--- src/rtl/dma_reg_arbiter.sv ---
// -----------------------------------------------------------------------------
// dma_reg_arbiter
//
// Shares the DMA register-block bus between two requesters (port 0: host
// sequencer, port 1: descriptor-fetch engine). One command is in flight at a
// time. A command is accepted with a one-cycle gnt pulse while the FSM is
// idle. Ties are broken round-robin. The captured command is then driven to
// the register block as a registered single-cycle wr_en/rd_en strobe. For a
// read, rdata is sampled RD_LATENCY cycles after the rd_en cycle and returned
// to the owning port with a one-cycle rvalid pulse.
//
// Parameters
//   DATA_WIDTH  data bus width
//   ADDR_WIDTH  address bus width
//   RD_LATENCY  cycles from the rd_en cycle to valid rdata (1..7)
//
// Ports
//   clk, rst                    clock, synchronous active-high reset
//   mN_req/we/addr/wdata        port N command (held until mN_gnt)
//   mN_gnt                      combinational command-accept pulse
//   mN_rvalid/mN_rdata          registered read return (rdata held afterwards)
//   wr_en/rd_en/addr/wdata      registered register-block command
//   rdata                       register-block read data
// -----------------------------------------------------------------------------
module dma_reg_arbiter #(
    parameter int DATA_WIDTH = 32,
    parameter int ADDR_WIDTH = 8,
    parameter int RD_LATENCY = 1
) (
    input  logic                  clk,
    input  logic                  rst,
    input  logic                  m0_req,
    input  logic                  m0_we,
    input  logic [ADDR_WIDTH-1:0] m0_addr,
    input  logic [DATA_WIDTH-1:0] m0_wdata,
    output logic                  m0_gnt,
    output logic                  m0_rvalid,
    output logic [DATA_WIDTH-1:0] m0_rdata,
    input  logic                  m1_req,
    input  logic                  m1_we,
    input  logic [ADDR_WIDTH-1:0] m1_addr,
    input  logic [DATA_WIDTH-1:0] m1_wdata,
    output logic                  m1_gnt,
    output logic                  m1_rvalid,
    output logic [DATA_WIDTH-1:0] m1_rdata,
    output logic                  wr_en,
    output logic                  rd_en,
    output logic [ADDR_WIDTH-1:0] addr,
    output logic [DATA_WIDTH-1:0] wdata,
    input  logic [DATA_WIDTH-1:0] rdata
);

    typedef enum logic [1:0] {IDLE, ISSUE, RDWAIT} state_t;

    state_t                state_reg, state_next;
    logic [2:0]            cnt_reg, cnt_next;
    // 1 = port 1 was granted most recently, so port 0 wins the next tie.
    logic                  last_reg, last_next;
    logic                  we_reg, we_next;
    logic                  owner_reg, owner_next;
    logic [ADDR_WIDTH-1:0] addr_reg, addr_next;
    logic [DATA_WIDTH-1:0] wdata_reg, wdata_next;
    logic                  wr_en_reg, wr_en_next;
    logic                  rd_en_reg, rd_en_next;
    logic                  rd_done;

    logic                  idle;
    logic                  win;
    logic [1:0]            gnt;
    logic                  sel_we;
    logic [ADDR_WIDTH-1:0] sel_addr;
    logic [DATA_WIDTH-1:0] sel_wdata;
    logic [1:0]            rvalid_w;
    logic [DATA_WIDTH-1:0] rdata_w [2];

    // Grants are withheld during reset so a requester never sees a gnt for a
    // command that the reset is about to discard.
    assign idle   = (state_reg == IDLE) && !rst;
    assign gnt[0] = idle && m0_req && (!m1_req || last_reg);
    assign gnt[1] = idle && m1_req && (!m0_req || !last_reg);
    assign win    = gnt[1];

    assign sel_we    = win ? m1_we    : m0_we;
    assign sel_addr  = win ? m1_addr  : m0_addr;
    assign sel_wdata = win ? m1_wdata : m0_wdata;

    always_comb begin
        state_next = state_reg;
        cnt_next   = cnt_reg;
        last_next  = last_reg;
        we_next    = we_reg;
        owner_next = owner_reg;
        addr_next  = addr_reg;
        wdata_next = wdata_reg;
        wr_en_next = 1'b0;
        rd_en_next = 1'b0;
        rd_done    = 1'b0;
        case (state_reg)
            IDLE: begin
                if (|gnt) begin
                    state_next = ISSUE;
                    last_next  = win;
                    owner_next = win;
                    we_next    = sel_we;
                    addr_next  = sel_addr;
                    // wdata keeps the last written value across reads.
                    if (sel_we) begin
                        wdata_next = sel_wdata;
                    end
                    // Strobes are registered, so they are set here and appear
                    // in the ISSUE cycle.
                    wr_en_next = sel_we;
                    rd_en_next = !sel_we;
                end
            end
            ISSUE: begin
                if (we_reg) begin
                    state_next = IDLE;
                end else begin
                    state_next = RDWAIT;
                    cnt_next   = 3'(RD_LATENCY - 1);
                end
            end
            RDWAIT: begin
                if (cnt_reg == 3'd0) begin
                    state_next = IDLE;
                    rd_done    = 1'b1;
                end else begin
                    cnt_next = cnt_reg - 3'd1;
                end
            end
            default: state_next = IDLE;
        endcase
    end

    always_ff @(posedge clk) begin
        if (rst) begin
            state_reg <= IDLE;
            cnt_reg   <= 3'd0;
            last_reg  <= 1'b1;
            we_reg    <= 1'b0;
            owner_reg <= 1'b0;
            addr_reg  <= '0;
            wdata_reg <= '0;
            wr_en_reg <= 1'b0;
            rd_en_reg <= 1'b0;
        end else begin
            state_reg <= state_next;
            cnt_reg   <= cnt_next;
            last_reg  <= last_next;
            we_reg    <= we_next;
            owner_reg <= owner_next;
            addr_reg  <= addr_next;
            wdata_reg <= wdata_next;
            wr_en_reg <= wr_en_next;
            rd_en_reg <= rd_en_next;
        end
    end

    // Per-port read return: only the owner of the finishing read updates.
    generate
        for (genvar gi = 0; gi < 2; gi++) begin : gen_port
            logic                  rvalid_reg;
            logic [DATA_WIDTH-1:0] rdata_reg;
            logic                  hit;

            assign hit = rd_done && (owner_reg == 1'(gi));

            always_ff @(posedge clk) begin
                if (rst) begin
                    rvalid_reg <= 1'b0;
                    rdata_reg  <= '0;
                end else begin
                    rvalid_reg <= hit;
                    if (hit) begin
                        rdata_reg <= rdata;
                    end
                end
            end

            assign rvalid_w[gi] = rvalid_reg;
            assign rdata_w[gi]  = rdata_reg;
        end
    endgenerate

    assign m0_gnt    = gnt[0];
    assign m1_gnt    = gnt[1];
    assign m0_rvalid = rvalid_w[0];
    assign m1_rvalid = rvalid_w[1];
    assign m0_rdata  = rdata_w[0];
    assign m1_rdata  = rdata_w[1];
    assign wr_en     = wr_en_reg;
    assign rd_en     = rd_en_reg;
    assign addr      = addr_reg;
    assign wdata     = wdata_reg;

endmodule

--- config.mk ---
export PLATFORM = sky130hd
export DESIGN_NAME = dma_reg_arbiter
export DESIGN_NICKNAME = d
export VERILOG_FILES = /design/src/rtl/dma_reg_arbiter.sv
export SDC_FILE = /design/constraint.sdc
export NUM_CORES = 1
export LEC_CHECK = 0
export CELL_PAD_IN_SITES_DETAIL_PLACEMENT = 1
export CELL_PAD_IN_SITES_GLOBAL_PLACEMENT = 2
export CORE_MARGIN = 5
export CORE_UTILIZATION = 24
export CTS_BUF_LIST = sky130_fd_sc_hd__clkbuf_16
export DETAILED_ROUTE_END_ITERATION = 8
export GPL_TIMING_DRIVEN = 0
export PLACE_DENSITY_LB_ADDON = 0.08
export SYNTH_ARGS = -nofsm -noshare
export SYNTH_HDL_FRONTEND = slang
export SYNTH_SLANG_ARGS = --single-unit
export TNS_END_PERCENT = 5
--- constraint.sdc ---
create_clock -name clk -period 3.63 [get_ports clk]
set_clock_uncertainty 0.15 [all_clocks]
set_input_delay 0.726 -clock clk [delete_from_list [all_inputs] [get_ports clk]]
set_output_delay 0.726 -clock clk [all_outputs]
set_load 0.02 [all_outputs]
Yosys cells after proc, flatten, opt, wreduce, memory -nomap -nowiden:

Index checks and enable logic that the tools add are counted.

* output and inout port bits: 110
* flip-flop bits (word level): 116

* add/sub/neg operators: 1
* reduce and logical (&&, ||, !) cells: 23
* muxes and demuxes: 12
* equality and inequality tests: 6
* bitwise logic cells: 3

Operators by type and width (number)
* 32-bit 2-to-1 mux: 1
* 8-bit 2-to-1 mux: 1
* 1-bit logical AND: 7
* 2-bit 2-to-1 mux: 3
* 3-bit 2-to-1 mux: 2
* 2-bit inequality test (second input constant): 3
* 2-bit case mux with 3 select lines: 1
* 3-bit case mux with 2 select lines: 1
* 3-bit AND reduction: 2
* 1-bit logical NOT: 5
* 2-bit AND reduction: 2
* 3-bit logical NOT: 1
* 1-bit 2-to-1 mux: 3
* 1-bit NOT: 3
* 3-bit OR reduction: 1
* 3-bit by 1-bit subtractor with 3-bit output (second input constant): 1
* 2-bit by 1-bit equality test with 1-bit output (second input constant): 1
* 2-bit equality test (second input constant): 1
* 2-bit logical NOT: 1
* 1-bit logical OR: 2
* 2-bit by 1-bit inequality test with 1-bit output (second input constant): 1
* 2-bit nonzero test: 1
* 2-bit OR reduction: 1

Logic depth before layout (Yosys ltp):

Gate-level depths: netlist of the first run.

* depth in word-level cells: 7
* mapped depth: 9

Least setup slack after synthesis of the first run:

No wires, ideal clock.

* path type: input -> output
* start point: input rst
* end point: output m0_gnt
* slack: 1.188 ns
* data required time: 2.754 ns
* data arrival time: 1.566 ns
* stages on the path: 5
* path through: buf_2 nor3_4 nand3_1 buf_2 inv_2

* cells in the longest elaborated chain, start to end: 4

RTL lines
* start, declared: RTL line 31 `input logic rst,`
* 1-bit logical NOT: RTL line 78 `assign idle = (state_reg == IDLE) && !rst;`
* 1-bit logical AND: RTL line 78
* 1-bit logical AND (2 in a row): RTL line 79 `assign gnt[0] = idle && m0_req && (!m1_req || last_reg);`
* end, declared: RTL line 36 `output logic m0_gnt,`

Every way passes these cells.

Worst setup path in the final report of the first run:

* start point: input m1_req
* end point: output m1_gnt

* cells in the longest elaborated chain, start to end: 2

RTL lines
* start, declared: RTL line 39 `input logic m1_req,`
* 1-bit logical AND (2 in a row): RTL line 80 `assign gnt[1] = idle && m1_req && (!m0_req || !last_reg);`
* end, declared: RTL line 43 `output logic m1_gnt,`

Every way passes these cells.

==> results by group, run 1 <==
Outcome
  • Status: complete, no violations

Synth
  • Post-synth top area share: 50.4%
  • Main synth FF type: dfxtp_1
  • Main area contributors after synthesis: dfxtp_1, a21oi_1, nand2_1
  • Most common library cells after synthesis: nand2_1, dfxtp_1, a21oi_1, mux2i_1
  • Sequential fraction of the synthesis area: 50.4%
  • Warnings from Yosys: 0
  • Synthesized flop and latch total: 116
  • Mapped Cells: 512
  • Mapped Area: 4610 um2
  • Synth area leader: dfxtp_1
  • Post-synth EDFFs: 0
  • Yosys cell types: 29
  • Syn_nets: 632
  • Most common cell in the netlist: nand2_1
  • Syn avg cell area: 9.00 um2
  • Ys async rst share: 0%

Floorplan
  • Die ar.: 22,100 um2
  • Die Wd: 149 um
  • Initial core utilization: 24.5%
  • Core box area: 18,800 um2
  • # rows: 50
  • Die Height: 149 um
  • Io pins: 228

Global route
  • First-pass GRT wire length: 27,300 um
  • Number of global-route vias before repair: 4,943
  • Grt peak-use layer: met2
  • Total gr overflow: 0
  • Overall Global Routing Usage: 15.8%
  • Met2 Usage GRT: 26.3%
  • Met3 Usage GRT: 7.77%
  • Global routing usage on met1: 18.1%
  • Antenna violations before repair: 1
  • Largest net degree at the start of global routing: 17

Finish
  • Nets@finish: 877
  • P&R area growth vs syn: 68.1%
  • Final instance area: 7740 um2
  • Ant. Diodes: 0
  • Finished Layout Cells: 1,026
  • Layout cells sized above 1: 9.01%
  • Final Core Density: 41.1%

Drt
  • Post-route ant nets: 0
  • Via count: 4,509
  • DRT iter0 DRCs: 81
  • Post-Route WL: 17,500 um
  • Drt drc: 0
  • DRT Pass-1 Iters: 4
  • Routed vias/inst: 4.39
  • Wire per inst: 17.0 um

Pwr
  • Pleak: 0.00269 uW
  • P per Cell Area: 457 nW/um2
  • Sw frac: 24.6%
  • Clock share of power: 45.1%
  • Logic pwr share: 16.3%
  • Switching power total: 869 uW
  • Cell Int Power: 2670 uW
  • Worst VDD drop: 0.302 mV
  • Seq pwr share: 38.6%

Clock tree
  • CTS Root Buffer Type: clkbuf_16
  • Post-CTS sizing: 0
  • Clk Latency, worst-skew pair: 410 ps
  • Clk slew on worst S/H paths: 50 ps
  • Longest Clk Path Bufs: 2
  • CTS tree: yes
  • Max H-tree Level: 4
  • Count of hold-fix buffers inserted at cts: 0
  • CTS Sinks: 116
  • CTS buffer count: 17
  • Setup Buffers After CTS: 0

Worst setup path
  • Worst setup EP type: primary output
  • FF-to-FF path depth: 9
  • Crit path launch type: primary input
  • CP Data Arrival Time: 2570 ps
  • Setup Crit Path Kind: in -> out
  • Worst endpoint required time: 2750 ps
  • CP max FO: 10

Placement
  • Placed inst area: 7190 um2
  • Post-DP HPWL: 13,600 um
  • GPL Wtd Cong: 0.762
  • DP Worst Slack: 31.7 ps
  • IO buf count: 226
  • Placed insts: 998

Min path
  • Worst hold stages: 2
  • Worst Hold Class: reg -> reg

STA
  • RSZ-0062 raised after global routing: false
  • Final setup viols: 0
  • Fin. max-slew vios: 0
  • Worst setup margin: 180 ps
  • Post-Route Setup TNS: 0 ps
  • Max-slew headroom: 52.0%
  • Worst slew pin tran: 720 ps
  • Min Tclk post-route: 3450 ps
  • Final period utilization: 95.0%
  • Final Hold Vio Count: 0
  • Fmax achieved: 290 MHz

Run
  • Max Cap Violations: 0
[path summary, 6_finish.rpt]
path,start,end,slack (ps)
worst max-delay path,m1_req,m1_gnt,180
worst min-delay path,m1_rdata[8],m1_rdata[8],300
worst min register to register,m1_rdata[8],m1_rdata[8],300
worst max register to register,cnt_reg[0],m1_rdata[14],1390
[power by group through the flow]
| stage | logic [uW] | registers (uW) | clock network [uW] |
|---|---|---|---|
| floorplan | 210 | 1450 | 0 |
| global placement | 576 | 1390 | 0 |
| detailed placement | 587 | 1390 | 0 |
| CTS | 590 | 1360 | 1640 |
| global route | 626 | 1370 | 1710 |
| finish | 578 | 1360 | 1590 |
[cells by family (layout without fill, tap and decap cells)]
family,after synthesis,count (layout),synth area share (%)
and+or+nand+nor,159,159,13.8
AOI/OAI and AO/OA,146,146,21.7
DFF,116,116,50.4
buffers and inverters,49,303,4.89
muxes,40,40,8.69
adders and majority gates,2,2,0.543
[per-layer routing]
metal	vias up	share of wire (%)
met5	-	0.074
met4	2	0.93
met3	14	9.1
met2	146	48
met1	2108	42
li1	2239	-
[area by class of cell]
class	instances	area, um2
Buffer	43	203
Inverter	6	22.5
Sequential cell	116	2320
Clock inverter	11	123
Tap cell	260	325
Clock buffer	17	425
Fill cell	2149	11100
Multi-Input combinational cell	347	2060
Timing Repair Buffer	226	2260
[worst max-delay path: stages]
cell             delay (ps)
clkdlybuf4s50_1         510
a21boi_1                160
buf_2                   240
nand2_2                 200
inv_2                   110
clkdlybuf4s50_1         630
[layout by cell type, fill, tap and decap left out, types with 2 or more instances in the layout]
cell and count:
a211oi_1 11, bufinv_16 3, clkinv_2 2, nand2_1 128, dfxtp_1 116, clkinv_1 5, a211oi_2 29, ha_1 2
or2_1 2, a21oi_1 99, buf_2 9, buf_6 4, clkbuf_16 17, inv_1 5, clkdlybuf4s50_1 226, inv_2 2
a21boi_1 2, clkbuf_1 29, mux2i_1 40, nor2_1 20, nand2b_1 2
[per-stage QoR]
| step | hold WS (ps) | total power (uW) |
|---|---|---|
| floorplan | 300 | 1660 |
| global placement | 293 | 1960 |
| detailed placement | 298 | 1980 |
| CTS | 303 | 3600 |
| global route | 322 | 3710 |
| finish | 300 | 3540 |
Power figures use the tool's default switching activity.
==> run 2: changes to the inputs <==
--- a/config.mk
+++ b/config.mk
@@ -8,8 +8,8 @@
 export CELL_PAD_IN_SITES_DETAIL_PLACEMENT = 1
 export CELL_PAD_IN_SITES_GLOBAL_PLACEMENT = 2
 export CORE_MARGIN = 5
-export CORE_UTILIZATION = 24
-export CTS_BUF_LIST = sky130_fd_sc_hd__clkbuf_16
+export CORE_UTILIZATION = 25
+export CTS_BUF_LIST = sky130_fd_sc_hd__clkbuf_4 sky130_fd_sc_hd__clkbuf_8
 export DETAILED_ROUTE_END_ITERATION = 8
 export GPL_TIMING_DRIVEN = 0
 export PLACE_DENSITY_LB_ADDON = 0.08
==> run 2 against run 1 <==
Worst setup slack worse by 12 ps. Sequential cell count did not move. Count of clock-buffer cells in the layout is 1 higher. Die area fell by 3.7%. Power shrank 8.2%. Critical path depth unchanged. Via count rose by 0.84%. Non-clock buffer count did not move. Maximum frequency fell by 0.35%.
==> results by group, run 2 (synthesized netlist as in run 1, its figures left out) <==
Global route
  • Overall Global Routing Usage: 16.1% (+0.30 points)
  • Number of global-route vias before repair: 4,939 (-0.081%)
  • Antenna violations before repair: 0 (-1)
  • First-pass GRT wire length: 27,400 um (+0.35%)
  • Total gr overflow: 0 (unchanged)
  • Largest net degree at the start of global routing: 17 (unchanged)

Pwr
  • P per Cell Area: 428 nW/um2 (-6.4%)
  • Final Power: 3240 uW (-8.2%)
  • Worst VDD drop: 0.230 mV (-24%)
  • Pleak: 0.00261 uW (-2.8%)

Placement
  • Post-DP HPWL: 13,400 um (-1.9%)
  • Placed insts: 967 (-3.1%)
  • IO buf count: 226 (unchanged)
  • GPL Wtd Cong: 0.763 (+0.14%)

Worst setup path
  • R2r setup slk: 1360 ps (-30 ps)
  • Crit-path max cell delay: 660 ps (+30 ps)
  • CP max FO: 10 (unchanged)
  • FF-to-FF path depth: 9 (unchanged)
  • CP Data Arrival Time: 2590 ps (+20 ps)
  • Worst endpoint required time: 2750 ps (about the same)
  • Worst setup EP type: primary output
  • Slowest CP cell: clkdlybuf4s50_1
  • CP Cell Sequence: clkdlybuf4s50_1, a21boi_1, buf_2, nand2_2, inv_2, clkdlybuf4s50_1
  • Worst Path Buf+Inv: 4 (unchanged)
  • Crit-path leading delay family: buffers and inverters
  • Path length in cells of the critical path: 6 (unchanged)
  • Crit path launch type: primary input
  • Setup Crit Path Kind: in -> out
  • CP dominant cell by count: clkdlybuf4s50_1

STA
  • RSZ-0062 raised after global routing: false
  • Post-Route Setup TNS: 0 ps (unchanged)
  • Fin. max-slew vios: 0 (unchanged)
  • Final Hold Vio Count: 0 (unchanged)
  • Max-slew headroom: 53.3% (+1.3 points)
  • Min Tclk post-route: 3460 ps (+12.1 ps)
  • Final period utilization: 95.4% (+0.33 points)
  • WHS: 304 ps (+4.49 ps)
  • Worst slew pin tran: 701 ps (-19.3 ps)
  • Fmax achieved: 289 MHz (-0.35%)
  • Final setup viols: 0 (unchanged)

Clock tree
  • CTS tree: yes
  • CTS buffer count: 17 (unchanged)
  • Setup Buffers After CTS: 0 (unchanged)
  • Clk slew on worst S/H paths: 70 ps (+20 ps)
  • Max H-tree Level: 4 (unchanged)
  • Post-CTS sizing: 0 (unchanged)
  • Longest Clk Path Bufs: 2 (unchanged)
  • Count of hold-fix buffers inserted at cts: 0 (unchanged)
  • CTS Root Buffer Type: clkbuf_8
  • CTS Sinks: 116 (unchanged)
  • Clk Latency, worst-skew pair: 430 ps (+20 ps)

Drt
  • Top Metal Used: met4
  • Metal3 WL: 1420 um (-11%)
  • WL met1: 7410 um (+0.27%)
  • Wire per inst: 17.2 um (+1.1%)
  • Post-route ant nets: 0 (unchanged)
  • Routed vias/inst: 4.55 (+3.6%)
  • Post-Route WL: 17,200 um (-1.5%)
  • DRT Pass-1 Iters: 4 (unchanged)
  • Drt drc: 0 (unchanged)
  • DRT iter0 DRCs: 127 (+57%)
  • Via count: 4,547 (+0.84%)
  • Routed length on met2: 8040 um (-3.3%)

Finish
  • Nets@finish: 877 (unchanged)
  • P&R area growth vs syn: 64.8%
  • Fill cells: 2,093 (-2.6%)
  • Layout cells sized above 1: 10.3% (+1.3 points)
  • Finished Layout Cells: 999 (-2.6%)
  • Most frequent cells in the layout: clkdlybuf4s50_1, nand2_1, dfxtp_1, a21oi_1, mux2i_1
  • Most common cell after layout, fill and taps aside: clkdlybuf4s50_1
  • Ant. Diodes: 0 (unchanged)

Floorplan
  • Io pins: 228 (unchanged)
  • Die Wd: 146 um (-1.9%)
  • Initial core utilization: 25.6% (+1.1 points)
  • Die ar.: 21,200 um2 (-3.7%)
  • Die Height: 146 um (-1.9%)
  • # rows: 49 (-2.0%)
  • Core box area: 18,000 um2 (-4.3%)

Min path
  • Worst Hold Class: reg -> reg
  • Worst hold stages: 2 (unchanged)

Outcome
  • Status: complete, no violations

Run
  • Max Cap Violations: 0 (unchanged)
[run 2: changes by cell type in the layout (fill, tap and decap cells not counted)]
cell,delta
bufinv_16,+1
clkbuf_16,-17
clkbuf_8,+18
clkinv_1,-4
clkinv_2,+2
clkinvlp_4,+6
inv_1,-2
[run 2: final cells by class]
class                   count  area (um2)  share of cell area, %
clock inverters            14         185                   2.44
clock buffers              18         248                   3.26
plain buffers              43         203                   2.67
well taps                 229         287                   3.78
multi-input cells         347        2060                   27.2
flip-flops and latches    116        2320                   30.6
inverters                   6        22.5                  0.297
repair buffers            226        2260                   29.8
[run 2: worst register-to-register path: stages, from the launching register on]
cell      delay (ps)
dfxtp_1          350
inv_1             60
ha_1             190
ha_1             190
nand3b_1         140
nand2b_1         120
clkbuf_1         280
clkbuf_1         420
nand2_1          130
a21oi_1          160
[run 2: power breakdown]
part	total [uW]	switching [uW]	leakage, uW	internal [uW]
registers	1360	30.0	0.000942	1330
clock network	1310	548	0.000202	759
logic	577	286	0.00147	291
[run 2: worst paths after layout]
kind | startpoint | end
setup / recovery | m1_req | m1_gnt
hold / removal | m1_rdata[25] | m1_rdata[25]
hold reg to reg | m1_rdata[25] | m1_rdata[25]
setup reg to reg | cnt_reg[0] | m0_rdata[5]
[run 2: routing by layer]
metal / GRT usage (%) / vias to the layer above
li1: - / 2237
met1: 19.0 / 2131
met2: 26.1 / 159
met3: 6.63 / 20
met4: 5.97 / 0
met5: 0 / -
[run 2: stage by stage]
| stage | util (%) | instance area (um2) | worst slack (ps) |
|---|---|---|---|
| 2_1_floorplan | - | 4610 | 1190 |
| 3_3_place_gp | 39.7 | 7150 | 59.1 |
| 3_5_place_dp | 39.7 | 7150 | 51.6 |
| 4_1_cts | 42.1 | 7590 | 44.9 |
| 5_1_grt | 42.1 | 7590 | 64.9 |
| 6_report | 42.1 | 7590 | 168 |
==> run 3: changes to the inputs <==
--- a/config.mk
+++ b/config.mk
@@ -11,7 +11,6 @@
 export CORE_UTILIZATION = 25
 export CTS_BUF_LIST = sky130_fd_sc_hd__clkbuf_4 sky130_fd_sc_hd__clkbuf_8
 export DETAILED_ROUTE_END_ITERATION = 8
-export GPL_TIMING_DRIVEN = 0
 export PLACE_DENSITY_LB_ADDON = 0.08
 export SYNTH_ARGS = -nofsm -noshare
 export SYNTH_HDL_FRONTEND = slang
==> run 3 against run 2 <==
Clock power is 9.9% lower. Non-clock buffer count shrank 28. Sequential power barely moved. Critical path depth decreased by 2. Combinational power about the same. Die area unchanged. Via count is 1.9% lower. Routed wire length down 0.84%. Highest routed layer unchanged. Core utilization is 0.65 points lower. Cell count decreased by 2.8%. Sequential share of layout area up 0.48 points. Power shrank 4.0%.
==> results by group, run 3 (synthesized netlist as in run 1, its figures left out) <==
STA
  • WHS: 303 ps (-0.945 ps)
  • RSZ-0062 raised after global routing: false
  • Post-Route Setup TNS: 0 ps (unchanged)
  • Final period utilization: 85.0% (-10 points)
  • Fin. max-slew vios: 0 (unchanged)
  • Final setup viols: 0 (unchanged)
  • Worst setup margin: 543 ps (+375 ps)
  • Worst slew pin tran: 734 ps (+33.1 ps)
  • Min Tclk post-route: 3090 ps (-375 ps)
  • Fmax achieved: 324 MHz (+12%)
  • Final Hold Vio Count: 0 (unchanged)
  • Max-slew headroom: 51.1% (-2.2 points)

Worst setup path
  • CP endpoint: m0_gnt
  • Reg2Reg Capture Point: m1_rdata[12]
  • FF-to-FF path depth: 8 (-1)
  • R2r setup slk: 1360 ps (about the same)
  • Setup Crit Path Kind: in -> out
  • CP Data Arrival Time: 2210 ps (-380 ps)
  • Worst endpoint required time: 2750 ps (about the same)
  • Crit path from: m0_req
  • CP max FO: 4 (-6)
  • Crit path launch type: primary input
  • Reg2reg start: cnt_reg[0]
  • Worst setup EP type: primary output

Floorplan
  • Initial core utilization: 25.6% (unchanged)
  • Die ar.: 21,200 um2 (unchanged)
  • # rows: 49 (unchanged)
  • Die Height: 146 um (unchanged)
  • Io pins: 228 (unchanged)
  • Core box area: 18,000 um2 (unchanged)
  • Die Wd: 146 um (unchanged)

Drt
  • Routed length on met2: 8070 um (+0.39%)
  • Metal3 WL: 1470 um (+3.2%)
  • DRT Pass-1 Iters: 4 (unchanged)
  • Wire per inst: 17.6 um (+2.0%)
  • WL met1: 7370 um (-0.51%)
  • Top Metal Used: met4
  • Post-Route WL: 17,100 um (-0.84%)
  • Via count: 4,459 (-1.9%)
  • DRT iter0 DRCs: 136 (+7.1%)
  • Post-route ant nets: 0 (unchanged)
  • Drt drc: 0 (unchanged)
  • Routed vias/inst: 4.59 (+0.89%)

Placement
  • GPL Wtd Cong: 0.754 (-1.1%)
  • Placed insts: 939 (-2.9%)
  • Post-DP HPWL: 12,400 um (-7.0%)
  • DP Worst Slack: 529 ps (+478 ps)
  • IO buf count: 227 (+0.44%)
  • Placed inst area: 7080 um2 (-1.0%)

Clock tree
  • Setup Buffers After CTS: 0 (unchanged)
  • Clk Latency, worst-skew pair: 420 ps (about the same)
  • Max H-tree Level: 4 (unchanged)
  • Longest Clk Path Bufs: 2 (unchanged)
  • CTS Root Buffer Type: clkbuf_8
  • CTS tree: yes
  • Clk slew on worst S/H paths: 70 ps (about the same)
  • Post-CTS sizing: 0 (unchanged)
  • Count of hold-fix buffers inserted at cts: 0 (unchanged)
  • CTS buffer count: 17 (unchanged)
  • CTS Sinks: 116 (unchanged)

Global route
  • Overall Global Routing Usage: 15.8% (-0.25 points)
  • Total gr overflow: 0 (unchanged)
  • Antenna violations before repair: 0 (unchanged)
  • Number of global-route vias before repair: 4,797 (-2.9%)
  • Largest net degree at the start of global routing: 63 (+46)
  • First-pass GRT wire length: 27,000 um (-1.5%)

Finish
  • Most frequent cells in the layout: clkdlybuf4s50_1, nand2_1, dfxtp_1, a21oi_1, mux2i_1
  • Most common cell after layout, fill and taps aside: clkdlybuf4s50_1
  • Layout cells sized above 1: 11.3% (+1.1 points)
  • Final instance area: 7470 um2 (-1.5%)
  • P&R area growth vs syn: 62.3%
  • Finished Layout Cells: 971 (-2.8%)
  • Nets@finish: 849 (-3.2%)
  • Ant. Diodes: 0 (unchanged)

Min path
  • Worst Hold Class: reg -> reg
  • Worst hold stages: 2 (unchanged)

Pwr
  • Pleak: 0.00257 uW (-1.6%)
  • Worst VDD drop: 0.195 mV (-15%)
  • P per Cell Area: 417 nW/um2 (-2.5%)

Run
  • Max Cap Violations: 0 (unchanged)

Outcome
  • Status: complete, no violations
-- run 3: how the worst min path moves through the flow --
| stage | slack (ps) | start | endpoint |
|---|---|---|---|
| floorplan | 300 | last_reg | last_reg |
| global placement | 290 | m1_rdata[28] | m1_rdata[28] |
| detailed placement | 300 | m0_rdata[5] | m0_rdata[5] |
| CTS | 310 | m0_rdata[2] | m0_rdata[2] |
| global route | 330 | m0_rdata[6] | m0_rdata[6] |
| finish | 300 | m0_rdata[5] | m0_rdata[5] |
-- run 3: through the flow --
| stage | power [uW] | utilization [%] |
|---|---|---|
| floorplan | 1660 | - |
| global placement | 1960 | 39.3 |
| detailed placement | 1970 | 39.3 |
| CTS | 3180 | 41.5 |
| global route | 3280 | 41.5 |
| finish | 3120 | 41.5 |
-- run 3: where the power goes --
group | switching [uW] | total, uW | leakage (uW) | internal, uW
clock | 567 | 1180 | 0.000177 | 612
sequential | 31.8 | 1360 | 0.000942 | 1330
combinational | 286 | 575 | 0.00145 | 289
total | 885 | 3120 | 0.00257 | 2230
-- run 3: per-layer routing --
metal / track usage (%) / vias up
met4: 4.48 / 0
met3: 6.76 / 10
met5: 0 / -
met1: 19.1 / 2121
li1: - / 2178
met2: 25.7 / 150
-- run 3: final cells by class --
type	count	area, um2
Tap cell	229	287
Inverter	6	22.5
Clock buffer	17	234
Clock inverter	15	158
Timing Repair Buffer	241	2370
Fill cell	2060	10600
Multi-Input combinational cell	347	2080
Sequential cell	116	2320
-- run 3: worst max-delay path, cell delays in order --
cell	delay, ps
clkdlybuf4s50_1	580
nand3_1	190
inv_2	90
clkdlybuf4s50_1	610
